--- src/rtl/bar_graph_drawer_if.sv ---
// Request/pixel bus between a bar requester and the bar rasteriser.
interface bar_graph_drawer_if #(
    parameter int unsigned X_W     = 10,
    parameter int unsigned Y_W     = 9,
    parameter int unsigned COLOR_W = 3,
    parameter int unsigned DIM_W   = 6
);
    logic               start;
    logic               erase;
    logic [X_W-1:0]     start_x;
    logic [Y_W-1:0]     start_y;
    logic [DIM_W-1:0]   bar_w;
    logic [DIM_W-1:0]   bar_h;
    logic [COLOR_W-1:0] color_in;
    logic [X_W-1:0]     x_coord;
    logic [Y_W-1:0]     y_coord;
    logic [COLOR_W-1:0] color_out;
    logic               plot;
    logic               busy;
    logic               done;

    modport master (
        output start, erase, start_x, start_y, bar_w, bar_h, color_in,
        input  x_coord, y_coord, color_out, plot, busy, done
    );

    modport slave (
        input  start, erase, start_x, start_y, bar_w, bar_h, color_in,
        output x_coord, y_coord, color_out, plot, busy, done
    );
endinterface

--- src/rtl/bar_graph_drawer.sv ---
// Rectangle rasteriser: walks a latched bar row-major, one pixel per clock, clipping off-screen.
module bar_graph_drawer #(
    parameter int unsigned       X_W      = 10,
    parameter int unsigned       Y_W      = 9,
    parameter int unsigned       COLOR_W  = 3,
    parameter int unsigned       DIM_W    = 6,
    parameter int unsigned       SCREEN_W = 640,
    parameter int unsigned       SCREEN_H = 480,
    parameter logic [COLOR_W-1:0] BG_COLOR = '0
) (
    input  logic                 clk,
    input  logic                 resetn,
    bar_graph_drawer_if.slave    bus
);

    localparam logic [X_W:0] XLim = (X_W+1)'(SCREEN_W);
    localparam logic [Y_W:0] YLim = (Y_W+1)'(SCREEN_H);

    typedef enum logic [1:0] {StIdle, StDraw, StDone} state_e;

    state_e             state_q, state_d;
    logic [X_W-1:0]     x0_q, x0_d;
    logic [Y_W-1:0]     y0_q, y0_d;
    logic [DIM_W-1:0]   w_q, w_d;
    logic [DIM_W-1:0]   h_q, h_d;
    logic [COLOR_W-1:0] color_q, color_d;
    logic [DIM_W-1:0]   off_x_q, off_x_d;
    logic [DIM_W-1:0]   off_y_q, off_y_d;

    logic               x_last, y_last;
    logic [X_W:0]       x_sum;
    logic [Y_W:0]       y_sum;

    assign x_last = (off_x_q == w_q - DIM_W'(1));
    assign y_last = (off_y_q == h_q - DIM_W'(1));
    // One extra bit so coordinates past the screen edge are not aliased back on-screen.
    assign x_sum  = {1'b0, x0_q} + (X_W+1)'(off_x_q);
    assign y_sum  = {1'b0, y0_q} + (Y_W+1)'(off_y_q);

    // State and datapath registers; reset aborts any bar in progress.
    always_ff @(posedge clk or negedge resetn) begin
        if (!resetn) begin
            state_q <= StIdle;
            x0_q    <= '0;
            y0_q    <= '0;
            w_q     <= '0;
            h_q     <= '0;
            color_q <= '0;
            off_x_q <= '0;
            off_y_q <= '0;
        end else begin
            state_q <= state_d;
            x0_q    <= x0_d;
            y0_q    <= y0_d;
            w_q     <= w_d;
            h_q     <= h_d;
            color_q <= color_d;
            off_x_q <= off_x_d;
            off_y_q <= off_y_d;
        end
    end

    // Next state and next datapath values; start is only honoured in idle.
    always_comb begin
        state_d = state_q;
        x0_d    = x0_q;
        y0_d    = y0_q;
        w_d     = w_q;
        h_d     = h_q;
        color_d = color_q;
        off_x_d = off_x_q;
        off_y_d = off_y_q;
        unique case (state_q)
            StIdle: begin
                if (bus.start) begin
                    x0_d    = bus.start_x;
                    y0_d    = bus.start_y;
                    w_d     = bus.bar_w;
                    h_d     = bus.bar_h;
                    color_d = bus.erase ? BG_COLOR : bus.color_in;
                    off_x_d = '0;
                    off_y_d = '0;
                    state_d = (bus.bar_w == '0 || bus.bar_h == '0) ? StDone : StDraw;
                end
            end
            StDraw: begin
                if (x_last) begin
                    off_x_d = '0;
                    off_y_d = off_y_q + DIM_W'(1);
                    if (y_last) state_d = StDone;
                end else begin
                    off_x_d = off_x_q + DIM_W'(1);
                end
            end
            StDone: state_d = StIdle;
            default: state_d = StIdle;
        endcase
    end

    // Outputs: pixel bus only live in draw, done only in the completion cycle.
    always_comb begin
        bus.x_coord   = '0;
        bus.y_coord   = '0;
        bus.color_out = '0;
        bus.plot      = 1'b0;
        bus.busy      = 1'b0;
        bus.done      = 1'b0;
        unique case (state_q)
            StDraw: begin
                bus.x_coord   = x_sum[X_W-1:0];
                bus.y_coord   = y_sum[Y_W-1:0];
                bus.color_out = color_q;
                bus.plot      = (x_sum < XLim) && (y_sum < YLim);
                bus.busy      = 1'b1;
            end
            StDone:  bus.done = 1'b1;
            default: ;
        endcase
    end

endmodule

--- src/flat_wrapper.sv ---
// flat-port wrapper written by rule: the top's interface ports become plain ports
module bar_graph_drawer_flat 
#(
    parameter int unsigned       X_W      = 10,
    parameter int unsigned       Y_W      = 9,
    parameter int unsigned       COLOR_W  = 3,
    parameter int unsigned       DIM_W    = 6,
    parameter int unsigned       SCREEN_W = 640,
    parameter int unsigned       SCREEN_H = 480,
    parameter logic [COLOR_W-1:0] BG_COLOR = '0
)
  (clk, resetn, bus_start, bus_erase, bus_start_x, bus_start_y, bus_bar_w, bus_bar_h, bus_color_in, bus_x_coord, bus_y_coord, bus_color_out, bus_plot, bus_busy, bus_done);
  bar_graph_drawer_if #(.X_W(X_W), .Y_W(Y_W), .COLOR_W(COLOR_W), .DIM_W(DIM_W)) bus_i ();
  input  logic clk;
  input  logic resetn;
  input wire logic [$bits(bus_i.start)-1:0] bus_start;
  input wire logic [$bits(bus_i.erase)-1:0] bus_erase;
  input wire logic [$bits(bus_i.start_x)-1:0] bus_start_x;
  input wire logic [$bits(bus_i.start_y)-1:0] bus_start_y;
  input wire logic [$bits(bus_i.bar_w)-1:0] bus_bar_w;
  input wire logic [$bits(bus_i.bar_h)-1:0] bus_bar_h;
  input wire logic [$bits(bus_i.color_in)-1:0] bus_color_in;
  output wire logic [$bits(bus_i.x_coord)-1:0] bus_x_coord;
  output wire logic [$bits(bus_i.y_coord)-1:0] bus_y_coord;
  output wire logic [$bits(bus_i.color_out)-1:0] bus_color_out;
  output wire logic [$bits(bus_i.plot)-1:0] bus_plot;
  output wire logic [$bits(bus_i.busy)-1:0] bus_busy;
  output wire logic [$bits(bus_i.done)-1:0] bus_done;
  assign bus_i.start = bus_start;
  assign bus_i.erase = bus_erase;
  assign bus_i.start_x = bus_start_x;
  assign bus_i.start_y = bus_start_y;
  assign bus_i.bar_w = bus_bar_w;
  assign bus_i.bar_h = bus_bar_h;
  assign bus_i.color_in = bus_color_in;
  assign bus_x_coord = bus_i.x_coord;
  assign bus_y_coord = bus_i.y_coord;
  assign bus_color_out = bus_i.color_out;
  assign bus_plot = bus_i.plot;
  assign bus_busy = bus_i.busy;
  assign bus_done = bus_i.done;
  bar_graph_drawer #(.X_W(X_W), .Y_W(Y_W), .COLOR_W(COLOR_W), .DIM_W(DIM_W), .SCREEN_W(SCREEN_W), .SCREEN_H(SCREEN_H), .BG_COLOR(BG_COLOR)) u_core (.clk(clk), .resetn(resetn), .bus(bus_i));
endmodule
--- config.mk ---
export PLATFORM = sky130hd
export DESIGN_NAME = bar_graph_drawer_flat
export DESIGN_NICKNAME = d
export VERILOG_FILES = /design/src/rtl/bar_graph_drawer_if.sv /design/src/rtl/bar_graph_drawer.sv /design/src/flat_wrapper.sv
export SDC_FILE = /design/constraint.sdc
export NUM_CORES = 1
export LEC_CHECK = 0
export ABC_AREA = 0
export CORE_MARGIN = 2
export CORE_UTILIZATION = 57
export CTS_BUF_LIST = sky130_fd_sc_hd__clkbuf_4 sky130_fd_sc_hd__clkbuf_8
export CTS_CLUSTER_DIAMETER = 40
export DETAILED_ROUTE_END_ITERATION = 12
export PLACE_DENSITY = 0.87
export SLEW_MARGIN = 10
export SYNTH_ARGS = -nofsm -noshare
export SYNTH_HDL_FRONTEND = slang
export SYNTH_SLANG_ARGS = --single-unit
--- constraint.sdc ---
create_clock -name clk -period 5.7 [get_ports clk]
set_input_delay 1.14 -clock clk [delete_from_list [all_inputs] [get_ports clk]]
set_output_delay 1.14 -clock clk [all_outputs]
set_load 0.005 [all_outputs]
* Word level (Yosys, flattened, before mapping) *
Index checks and enable logic that the tools add are counted.

word-level totals
  register bits = 48
  latch bits = 0
  bits in writable memories = 0
  bits in read-only memories = 0
  input bits = 38
  output and inout bits = 25
  logic and storage cells = 50
  memories = 0

cells by class
  $add $sub $neg = 6
  $mul = 0
  div/mod/pow operators = 0
  magnitude comparators = 2
  equal/unequal tests = 7
  shift-type cells = 0
  multiplexer cells = 17
  bitwise operators = 0
  reductions and logical operators = 10

operators with widths
  kind                  count
  $pmux 6 s2            2
  $mux 6                3
  $add 6x1->6 const B   2
  $eq 6x6->1            2
  $logic_not 6->1       2
  $sub 6x1->6 const B   2
  $add 10x6->11         1
  $lt 11x10->1 const B  1
  $add 9x6->10          1
  $lt 10x9->1 const B   1
  $mux 10               1
  $mux 9                1
  $mux 2                4
  $mux 3                2
  $reduce_and 3->1      2
  $ne 2x1->1 const B    2
  $pmux 2 s2            1
  $reduce_and 2->1      2
  $mux 1                3
  $eq 2x1->1 const B    1
  $eq 2x2->1 const B    1
  $logic_not 2->1       1
  $ne 2x2->1 const B    1
  $reduce_bool 2->1     1
  other kinds (2)       2

* Logic depth before layout (Yosys ltp) *
Gate-level depths: netlist (run 1).

  depth in word-level cells = 5
  depth in mapped cells = 9

* Worst setup path after synthesis (run 1) *
OpenSTA, ideal clock, no wires.

  kind = reg2out
  start point = register u_core.off_y_q[0]
  end point = output bus_plot
  arrival = 1,980 ps
  path slack = 2,580 ps
  cell stages (with the launch flop) = 10
  cells stage by stage = dfrtp_1 -> ha_1 -> inv_1 -> fa_1 -> nand2b_1 -> a21oi_1 -> o21ai_0 -> nand2_1 -> xnor2_1 -> o311a_1

between the ends
  longest elaborated chain between the ends = 4

ends and longest elaborated chain
  item                    RTL line                 text
  start, declared         bar_graph_drawer.sv:28   logic [DIM_W-1:0] off_y_q, off_y_d;
  start signal, assigned  bar_graph_drawer.sv:59   off_y_q <= off_y_d;
  $add 9x6->10            bar_graph_drawer.sv:38   assign y_sum = {1'b0, y0_q} + (Y_W+1)'(off_y_q);
  $lt 10x9->1             bar_graph_drawer.sv:113  bus.plot = (x_sum < XLim) && (y_sum < YLim);
  $logic_and 1x1->1       bar_graph_drawer.sv:113
  $mux 1                  bar_graph_drawer.sv:108  unique case (state_q)
  end, declared           flat_wrapper.sv:26       output wire logic [$bits(bus_i.plot)-1:0] bus_plot;

No other way between the ends.

* Worst setup path after layout (run 1) *
Ends and elaborated chain as after synthesis.

==> run metrics, run 1 <==
status=finished, final reports clean; CP Data Arrival Time=3.01 ns; 1st-iter DRT viols=183; CP Capture Type=output pin; DRT Pass-1 Iters=4; Post-CTS Setup Bufs=0; port bufs=62; post-cts resize count=0; row count=26; Max transition margin=24.7%; HPWL after DPL=5.10 mm; area grow syn2layout=24.8%; Max clock buf depth=2; max_cap viols=0; P_leak=1.75 nW; # hold bufs at CTS=0; Tmin final=4.15 ns; Mapped Area=0.00307 mm²; Die ar.=0.00599 mm²; setup TNS=0 ns; met1 usage=32.6%; layout cells sized above 1=4.16%; final worst slack=1.55 ns; GRT Util Overall=26.3%; per-cell routed wire length=14.1 µm; Core ar.=0.00514 mm²; initial antenna violation count=0; Pins Over Slew Limit=0; Slowest-stage cell, CP=dfrtp_1; asr flop ratio synth=100%; Initial Utilization=59.7%; PwrDens=548 mW/mm²; Worst-Skew Late Latency=0.31 ns; die height=77.4 µm; most frequent cells in the layout=105 x nand2_1, 61 x clkdlybuf4s50_1, 48 x dfrtp_1; Crit path largest cell delay=0.51 ns; Synth Instances=374; Die X=77.4 µm; worst-margin pin slew=1.13 ns; GR Util met3=5.35%; most common cell after layout, fill and taps aside=nand2_1; Worst EP required=4.56 ns; boundary pin count=63; # placed instances=496; yosys warns=0; Setup crit start kind=flop; post-DR vias/cell=5.53; drt total wl=7.09 mm; Non-Filler Instances=503; Max Clock Skew=0.0120 ns; CTS sink cnt=48; EDFF count, synth=0; largest net degree at the start of global routing=49; top_reg_cell synth=dfrtp_1; GRT met2 Usage=47.8%; gp weighted congestion=0.843; final hold vios=0; clock-pin slew on the worst setup and hold paths=0.09 ns; GR peak layer=met2; Yosys cell types=52; Final period util=72.8%; Seq/Total Area, Yosys=39.2%; Mapped Nets=430; DRT antenna net count=0; worst path cell trace=ha_1 -> inv_1 -> fa_1 -> nand2b_1 -> a21oi_1 -> o21ai_0 -> nand2_1 -> xnor2_1 -> o311a_1 -> clkdlybuf4s50_1; H-tree lvl count=2; Seq cells post-synth=48; Antenna Cells=0; Hold WC Path Type=reg -> reg; Avg Cell Area, Syn=8.20 µm²; fmax=241 MHz; final net count=489; final setup fails=0; grt ovf=0; DRC violations left=0; first-pass GRT wire length=12.6 mm; via count=2784; worst-path maximum fanout=7; TritonCTS clock tree=built; worst hold slack=0.462 ns; root buffer cell=clkbuf_8; Num CTS Buffers=5; worst vdd ir=0.288 mV; DP Worst Slack=1.94 ns; WS Path Type=reg -> out; unrepaired setup endpoints after global routing=no; number of global-route vias before repair=2720
power breakdown:
| part | total [mW] | internal, mW | switching [mW] | leakage (nW) |
|---|---|---|---|---|
| clock network | 0.215 | 0.0970 | 0.118 | 0.0473 |
| registers | 0.670 | 0.491 | 0.179 | 0.606 |
| logic | 1.21 | 0.648 | 0.564 | 1.09 |
registers in the layout, indices dropped and copies added (netlist names):
name / cells
u_core.color_q: 3
u_core.x0_q: 10
u_core.w_q: 6
u_core.h_q: 6
u_core.off_x_q: 6
u_core.y0_q: 9
u_core.off_y_q: 6
u_core.state_q: 2
cell usage after synthesis (2+ instances only):
cell | n | area [µm²]
a211oi_1 | 5 | 37.5
a31oi_1 | 2 | 12.5
buf_1 | 3 | 11.3
nor4_1 | 2 | 12.5
nand3b_1 | 4 | 30.0
a21o_1 | 3 | 22.5
xnor2_1 | 15 | 131
o21ai_0 | 23 | 115
dfrtp_1 | 48 | 1200
o21ai_1 | 3 | 15.0
fa_1 | 2 | 40.0
a21oi_1 | 18 | 90.1
nand3_1 | 8 | 40.0
nand4_1 | 2 | 12.5
xor2_1 | 9 | 78.8
o21bai_1 | 2 | 15.0
nor3_1 | 5 | 25.0
and2_1 | 7 | 43.8
nor2_1 | 25 | 93.8
inv_1 | 15 | 56.3
ha_1 | 16 | 200
o211a_1 | 2 | 20.0
nand2_1 | 105 | 394
clkbuf_1 | 8 | 30.0
nand2b_1 | 7 | 43.8
nor2b_1 | 3 | 18.8
or3_1 | 7 | 43.8
kinds of logic after synthesis:
group,Yosys count,share of synthesized area (%)
adders and majority gates,18,7.83
and+or+nand+nor,185,28.1
buffers and inverters,27,3.30
AOI/OAI and AO/OA,70,14.0
DFF,48,39.2
muxes,2,0.693
xor gates and xnor gates,24,6.85
per-layer routing:
layer  part of all wire [%]  vias to the layer above
li1                       -                     1384
met1                     44                     1323
met2                     51                       69
met3                    4.2                        8
met4                   0.75                        0
met5                      0                        -
final cells by class:
type,instances,area [µm²]
clock inverter,1,8.76
timing repair buffer,63,623
multi-input combinational,299,1770
tap,70,87.6
fill,420,1310
clock buffer,6,82.6
sequential,48,1200
inverter,16,60.1
worst max-delay path, delay by kind of cell (launching register included):
family                   cells  cell delay, ns
AO/OA/AOI/OAI                3            0.66
adder cells (fa/ha/maj)      2            0.64
buffers and inverters        2            0.52
flip-flops                   1            0.51
AND/OR/NAND/NOR              2            0.28
XOR/XNOR                     1            0.08
path summary, 6_finish.rpt:
path | from | end | slack, ns | cells after the start
max in group asynchronous | resetn | u_core.x0_q[1] | 4.01 | 1
worst min register to register | u_core.color_q[0] | u_core.color_q[0] | 0.46 | 2
worst max-delay path | u_core.off_y_q[0] | bus_plot | 1.55 | 10
worst min-delay path | u_core.color_q[0] | u_core.color_q[0] | 0.46 | 2
min in group asynchronous | resetn | u_core.x0_q[9] | 1.02 | 1
worst max register to register | u_core.state_q[1] | u_core.off_x_q[2] | 3.09 | 5
stage by stage:
step / power, mW / util (%) / instance area [µm²]
2_1_floorplan: 1.38 / - / 3070
3_3_place_gp: 1.82 / 72.7 / 3740
3_5_place_dp: 1.88 / 72.7 / 3740
4_1_cts: 2.10 / 74.5 / 3830
5_1_grt: 2.30 / 74.5 / 3830
6_report: 2.10 / 74.5 / 3830
Power figures use the tool's default switching activity.
==> run 2, diff against run 1 <==
--- a/config.mk
+++ b/config.mk
@@ -7,11 +7,11 @@
 export LEC_CHECK = 0
 export ABC_AREA = 0
 export CORE_MARGIN = 2
-export CORE_UTILIZATION = 57
+export CORE_UTILIZATION = 48
 export CTS_BUF_LIST = sky130_fd_sc_hd__clkbuf_4 sky130_fd_sc_hd__clkbuf_8
 export CTS_CLUSTER_DIAMETER = 40
 export DETAILED_ROUTE_END_ITERATION = 12
-export PLACE_DENSITY = 0.87
+export PLACE_DENSITY = 0.78
 export SLEW_MARGIN = 10
 export SYNTH_ARGS = -nofsm -noshare
 export SYNTH_HDL_FRONTEND = slang
==> constraint.sdc (replaced) <==
create_clock -name clk -period 3.5 [get_ports clk]
set_input_delay 0.7 -clock clk [delete_from_list [all_inputs] [get_ports clk]]
set_output_delay 0.7 -clock clk [all_outputs]
set_load 0.005 [all_outputs]
==> run metrics, run 2 (synthesized netlist as in run 1, its figures left out) <==
Hold WC Path Type=reg -> reg; DRT Pass-1 Iters=4 (unchanged); largest register by flop count=u_core.x0_q; DRC violations left=0 (unchanged); Largest regs=u_core.x0_q (10), u_core.y0_q (9); largest net degree at the start of global routing=49 (unchanged); row count=29 (+12%); GRT Util Overall=21.6% (-4.7 points); hold path depth=2 (unchanged); Max transition margin=27.6% (+2.9 points); final setup fails=0 (unchanged); first-pass GRT wire length=12.5 mm (-0.87%); most common cell after layout, fill and taps aside=nand2_1; # hold bufs at CTS=0 (unchanged); FF-to-FF path depth=8 (+3); worst hold slack=0.467 ns (+0.00455 ns); Worst-Skew Late Latency=0.30 ns (about the same); grt ovf=0 (unchanged); Core ar.=0.00628 mm² (+22%); CP Data Arrival Time=2.74 ns (-0.27 ns); clock-pin slew on the worst setup and hold paths=0.09 ns (about the same); PwrDens=903 mW/mm² (+65%); max_cap viols=0 (unchanged); Final period util=98.3%; per-cell routed wire length=14.3 µm (+1.6%); Design Area, Final=0.00401 mm² (+4.8%); fillers=554 (+32%); Tmin final=3.44 ns; # placed instances=510 (+2.8%); layout cells sized above 1=10.3% (+6.1 points); number of global-route vias before repair=2714 (-0.22%); area grow syn2layout=30.8%; DP Area=0.00380 mm² (+1.6%); CTS sink cnt=48 (unchanged); DP Worst Slack=0.169 ns (-1.77 ns); Setup crit start kind=flop; max reg flops=10 (unchanged); 1st-iter DRT viols=195 (+6.6%); Max Clock Skew=0.0103 ns (-0.00169 ns); worst-path maximum fanout=6 (-1); P_leak=1.85 nW (+5.8%); worst vdd ir=0.557 mV (+94%); port bufs=62 (unchanged); via count=2846 (+2.2%); worst-margin pin slew=1.09 ns (-0.0411 ns); Max clock buf depth=2 (unchanged); Pins Over Slew Limit=0 (unchanged); drt total wl=7.51 mm (+5.9%); final hold vios=0 (unchanged); Antenna Cells=0 (unchanged); WS Path Type=reg -> out; Die ar.=0.00705 mm² (+18%); setup TNS=0 ns (unchanged); Num CTS Buffers=5 (unchanged); H-tree lvl count=2 (unchanged); root buffer cell=clkbuf_8; TritonCTS clock tree=built; Worst EP required=2.80 ns (-1.76 ns); final net count=502 (+2.7%); HPWL after DPL=5.41 mm (+6.2%); initial antenna violation count=0 (unchanged); boundary pin count=63 (unchanged); post-DR vias/cell=5.43 (-1.9%); gp weighted congestion=0.859 (+1.9%); fmax=291 MHz; status=finished, final reports clean; DRT antenna net count=0 (unchanged); Initial Utilization=48.9% (-11 points); die height=83.9 µm (+8.5%); most frequent cells in the layout=105 x nand2_1, 60 x clkdlybuf4s50_1, 45 x dfrtp_1; Non-Filler Instances=524 (+4.2%); final worst slack=0.0582 ns (-1.49 ns); unrepaired setup endpoints after global routing=yes; CP Capture Type=output pin; Die X=83.9 µm (+8.5%)
[run 2: final cells by class]
class / instances / area, µm² / share of cell area, %
sequential: 48 / 1200 / 30.0
multi-input combinational: 299 / 1820 / 45.3
clock inverter: 3 / 42.5 / 1.06
tap: 77 / 96.3 / 2.40
clock buffer: 5 / 68.8 / 1.71
inverter: 16 / 60.1 / 1.50
timing repair buffer: 76 / 723 / 18.0
[run 2: power by group]
group | total, mW | internal [mW] | leakage, nW | switching [mW]
clock | 0.404 | 0.212 | 0.0541 | 0.193
combinational | 2.15 | 1.15 | 1.19 | 1.00
sequential | 1.07 | 0.803 | 0.603 | 0.265
total | 3.62 | 2.16 | 1.85 | 1.46
[run 2: path summary, 6_finish.rpt]
check                                  start           endpoint  slack (ns)
max                        u_core.off_y_q[1]           bus_plot        0.06
min                        u_core.color_q[0]  u_core.color_q[0]        0.47
max reg2reg                    u_core.w_q[0]  u_core.off_y_q[1]        1.07
min reg2reg                u_core.color_q[0]  u_core.color_q[0]        0.47
max in group asynchronous             resetn  u_core.off_x_q[0]        2.17
min in group asynchronous             resetn     u_core.x0_q[8]        0.59
[run 2: repair_timing]
item	4_1_cts	5_1_grt
endpoints found under the hold margin	0	0
pin swaps	0	2
gates resized for setup	10	8
endpoints found under the setup margin	4	5
setup buffers	1	5
[run 2: through the flow]
stage,power [mW],utilization (%)
floorplan,2.24,-
detailed placement,3.10,60.5
global route,3.93,63.9
finish,3.62,63.9
global placement,3.02,60.5
CTS,3.55,62.9
[run 2: worst max-delay path, cell delays in order (launching register included)]
cell	delay, ns
dfrtp_2	0.45
ha_1	0.34
a211oi_2	0.22
o21bai_1	0.13
o31a_1	0.28
xnor2_1	0.14
nand2b_1	0.14
o311a_1	0.29
clkdlybuf4s50_1	0.45
[run 2: routing by layer]
metal / global-route usage (%) / vias up / share of wire (%)
met3: 3.36 / 8 / 3.7
met4: 5.57 / 0 / 1.1
met2: 37.1 / 65 / 51
li1: - / 1407 / -
met5: 0 / - / 0
met1: 28.7 / 1366 / 45
==> run 3, diff against run 2 <==
--- a/config.mk
+++ b/config.mk
@@ -6,6 +6,8 @@
 export NUM_CORES = 1
 export LEC_CHECK = 0
 export ABC_AREA = 0
+export ABC_CLOCK_PERIOD_IN_PS = 3500
+export CAP_MARGIN = 30
 export CORE_MARGIN = 2
 export CORE_UTILIZATION = 48
 export CTS_BUF_LIST = sky130_fd_sc_hd__clkbuf_4 sky130_fd_sc_hd__clkbuf_8
==> run metrics, run 3 (synthesized netlist as in run 1, its figures left out) <==
status=finished, final reports clean; Pins Over Slew Limit=0 (unchanged); Worst EP required=2.80 ns (about the same); Core ar.=0.00628 mm² (unchanged); Tmin final=3.47 ns (+0.0293 ns); TritonCTS clock tree=built; Hold WC Path Type=in -> async; Antenna Cells=0 (unchanged); number of global-route vias before repair=2786 (+2.7%); PwrDens=896 mW/mm² (-0.80%); drt total wl=7.67 mm (+2.1%); worst vdd ir=0.549 mV (-1.4%); HPWL after DPL=5.54 mm (+2.3%); Initial Utilization=48.9% (unchanged); initial antenna violation count=0 (unchanged); row count=29 (unchanged); P_leak=1.84 nW (-0.74%); Design Area, Final=0.00403 mm² (+0.53%); WS Path Type=reg -> out; Worst Path Buf+Inv=1 (unchanged); worst path cell trace=ha_4 -> a211oi_2 -> o21bai_1 -> o31a_1 -> xnor2_1 -> nand2b_1 -> o311a_1 -> clkdlybuf4s50_1; post-DR vias/cell=5.41 (-0.38%); DRT antenna net count=0 (unchanged); CTS sink cnt=48 (unchanged); # hold bufs at CTS=0 (unchanged); port bufs=62 (unchanged); via count=2819 (-0.95%); DRC violations left=0 (unchanged); Die ar.=0.00705 mm² (unchanged); fmax=288 MHz (-0.84%); most common cell after layout, fill and taps aside=nand2_1; gp weighted congestion=0.859 (unchanged); final worst slack=0.0288 ns (-0.0293 ns); final total power=3.61 mW (-0.27%); die height=83.9 µm (unchanged); most frequent cells in the layout=105 x nand2_1, 60 x clkdlybuf4s50_1, 43 x dfrtp_1; largest net degree at the start of global routing=33 (-33%); largest register by flop count=u_core.x0_q; clock-pin slew on the worst setup and hold paths=0.09 ns (about the same); Max clock buf depth=2 (unchanged); Final period util=99.2% (+0.84 points); H-tree lvl count=2 (unchanged); layout cells sized above 1=11.3% (+0.97 points); per-cell routed wire length=14.7 µm (+2.7%); Slowest-stage cell, CP=dfrtp_2; DP Worst Slack=0.182 ns (+0.0128 ns); final hold vios=0 (unchanged); boundary pin count=63 (unchanged); area grow syn2layout=31.5%; Largest regs=u_core.x0_q (10), u_core.y0_q (9); Max Clock Skew=0.00830 ns (-0.00202 ns); Die X=83.9 µm (unchanged); worst-margin pin slew=0.656 ns (-0.430 ns); Max transition margin=56.2% (+29 points); first-pass GRT wire length=12.9 mm (+2.9%); Crit path largest cell delay=0.47 ns (+0.02 ns); Worst-Skew Late Latency=0.30 ns (about the same); max_cap viols=0 (unchanged); Num CTS Buffers=5 (unchanged); max reg flops=10 (unchanged); CP Data Arrival Time=2.77 ns (+0.03 ns); worst hold slack=0.312 ns (-0.155 ns); DRT Pass-1 Iters=4 (unchanged); grt ovf=0 (unchanged); DP Area=0.00382 mm² (+0.53%); root buffer cell=clkbuf_8; CP Capture Type=output pin; final setup fails=0 (unchanged); 1st-iter DRT viols=146 (-25%); worst-path maximum fanout=6 (unchanged); Top delay family on crit path=compound AO/OA/AOI/OAI gates; Setup crit start kind=flop; final net count=500 (-0.40%); GRT Util Overall=22.5% (+0.83 points)
-- run 3: cell count changes in the layout (fill, tap and decap cells not counted), sizes merged --
cell | before | now
clkinv | 2 | 1
clkinvlp | 1 | 0
clkbuf | 5 | 7
bufinv | 1 | 0
buf | 15 | 13
-- run 3: worst reg2reg max path, cell delays in order, from the launching register on --
cell and delay, ns:
dfrtp_1 0.43, inv_1 0.09, ha_1 0.24, nor2b_1 0.13, or3_1 0.36, a31oi_2 0.35
and2_4 0.25, nand2_1 0.09, mux2_1 0.33
-- run 3: what timing repair did --
action / in CTS / in global routing
setup endpoints to repair: 4 / 5
pin swaps: 0 / 4
endpoints found under the hold margin: 0 / 0
buffers inserted: 1 / 2
resized for setup: 8 / 19
-- run 3: final cells by class --
type | instances | area [µm²]
Tap cell | 77 | 96.3
Multi-Input combinational cell | 299 | 1850
Timing Repair Buffer | 74 | 721
Sequential cell | 48 | 1210
Clock buffer | 7 | 96.3
Fill cell | 551 | 2240
Inverter | 16 | 60.1
-- run 3: power by group --
part / internal [mW] / switching (mW) / total (mW)
Sequential: 0.806 / 0.279 / 1.08
Clock: 0.176 / 0.188 / 0.365
Combinational: 1.16 / 1.01 / 2.16
Total: 2.14 / 1.48 / 3.61
-- run 3: routing by layer --
layer	track usage [%]	wire [µm]
met1	28.8	3320
met2	38.6	3870
met3	4.25	328
met4	6.60	149
met5	0	0
-- run 3: final timing paths --
path / start / endpoint / slack [ns] / depth (start not counted)
max in group asynchronous: resetn / u_core.off_y_q[1] / 2.67 / 2
min in group clk: u_core.color_q[0] / u_core.color_q[0] / 0.47 / 2
max reg2reg: u_core.w_q[0] / u_core.off_y_q[1] / 1.11 / 8
min: resetn / u_core.x0_q[7] / 0.31 / 1
max: u_core.off_y_q[1] / bus_plot / 0.03 / 8
min reg2reg: u_core.color_q[0] / u_core.color_q[0] / 0.47 / 2
-- run 3: stage by stage --
stage | setup TNS [ns] | cells | util (%)
finish | 0 | 521 | 64.3
global route | -0.0595 | 521 | 64.3
CTS | 0 | 519 | 62.9
detailed placement | 0 | 511 | 60.8
global placement | 0 | 510 | 60.5
floorplan | 0 | 374 | -
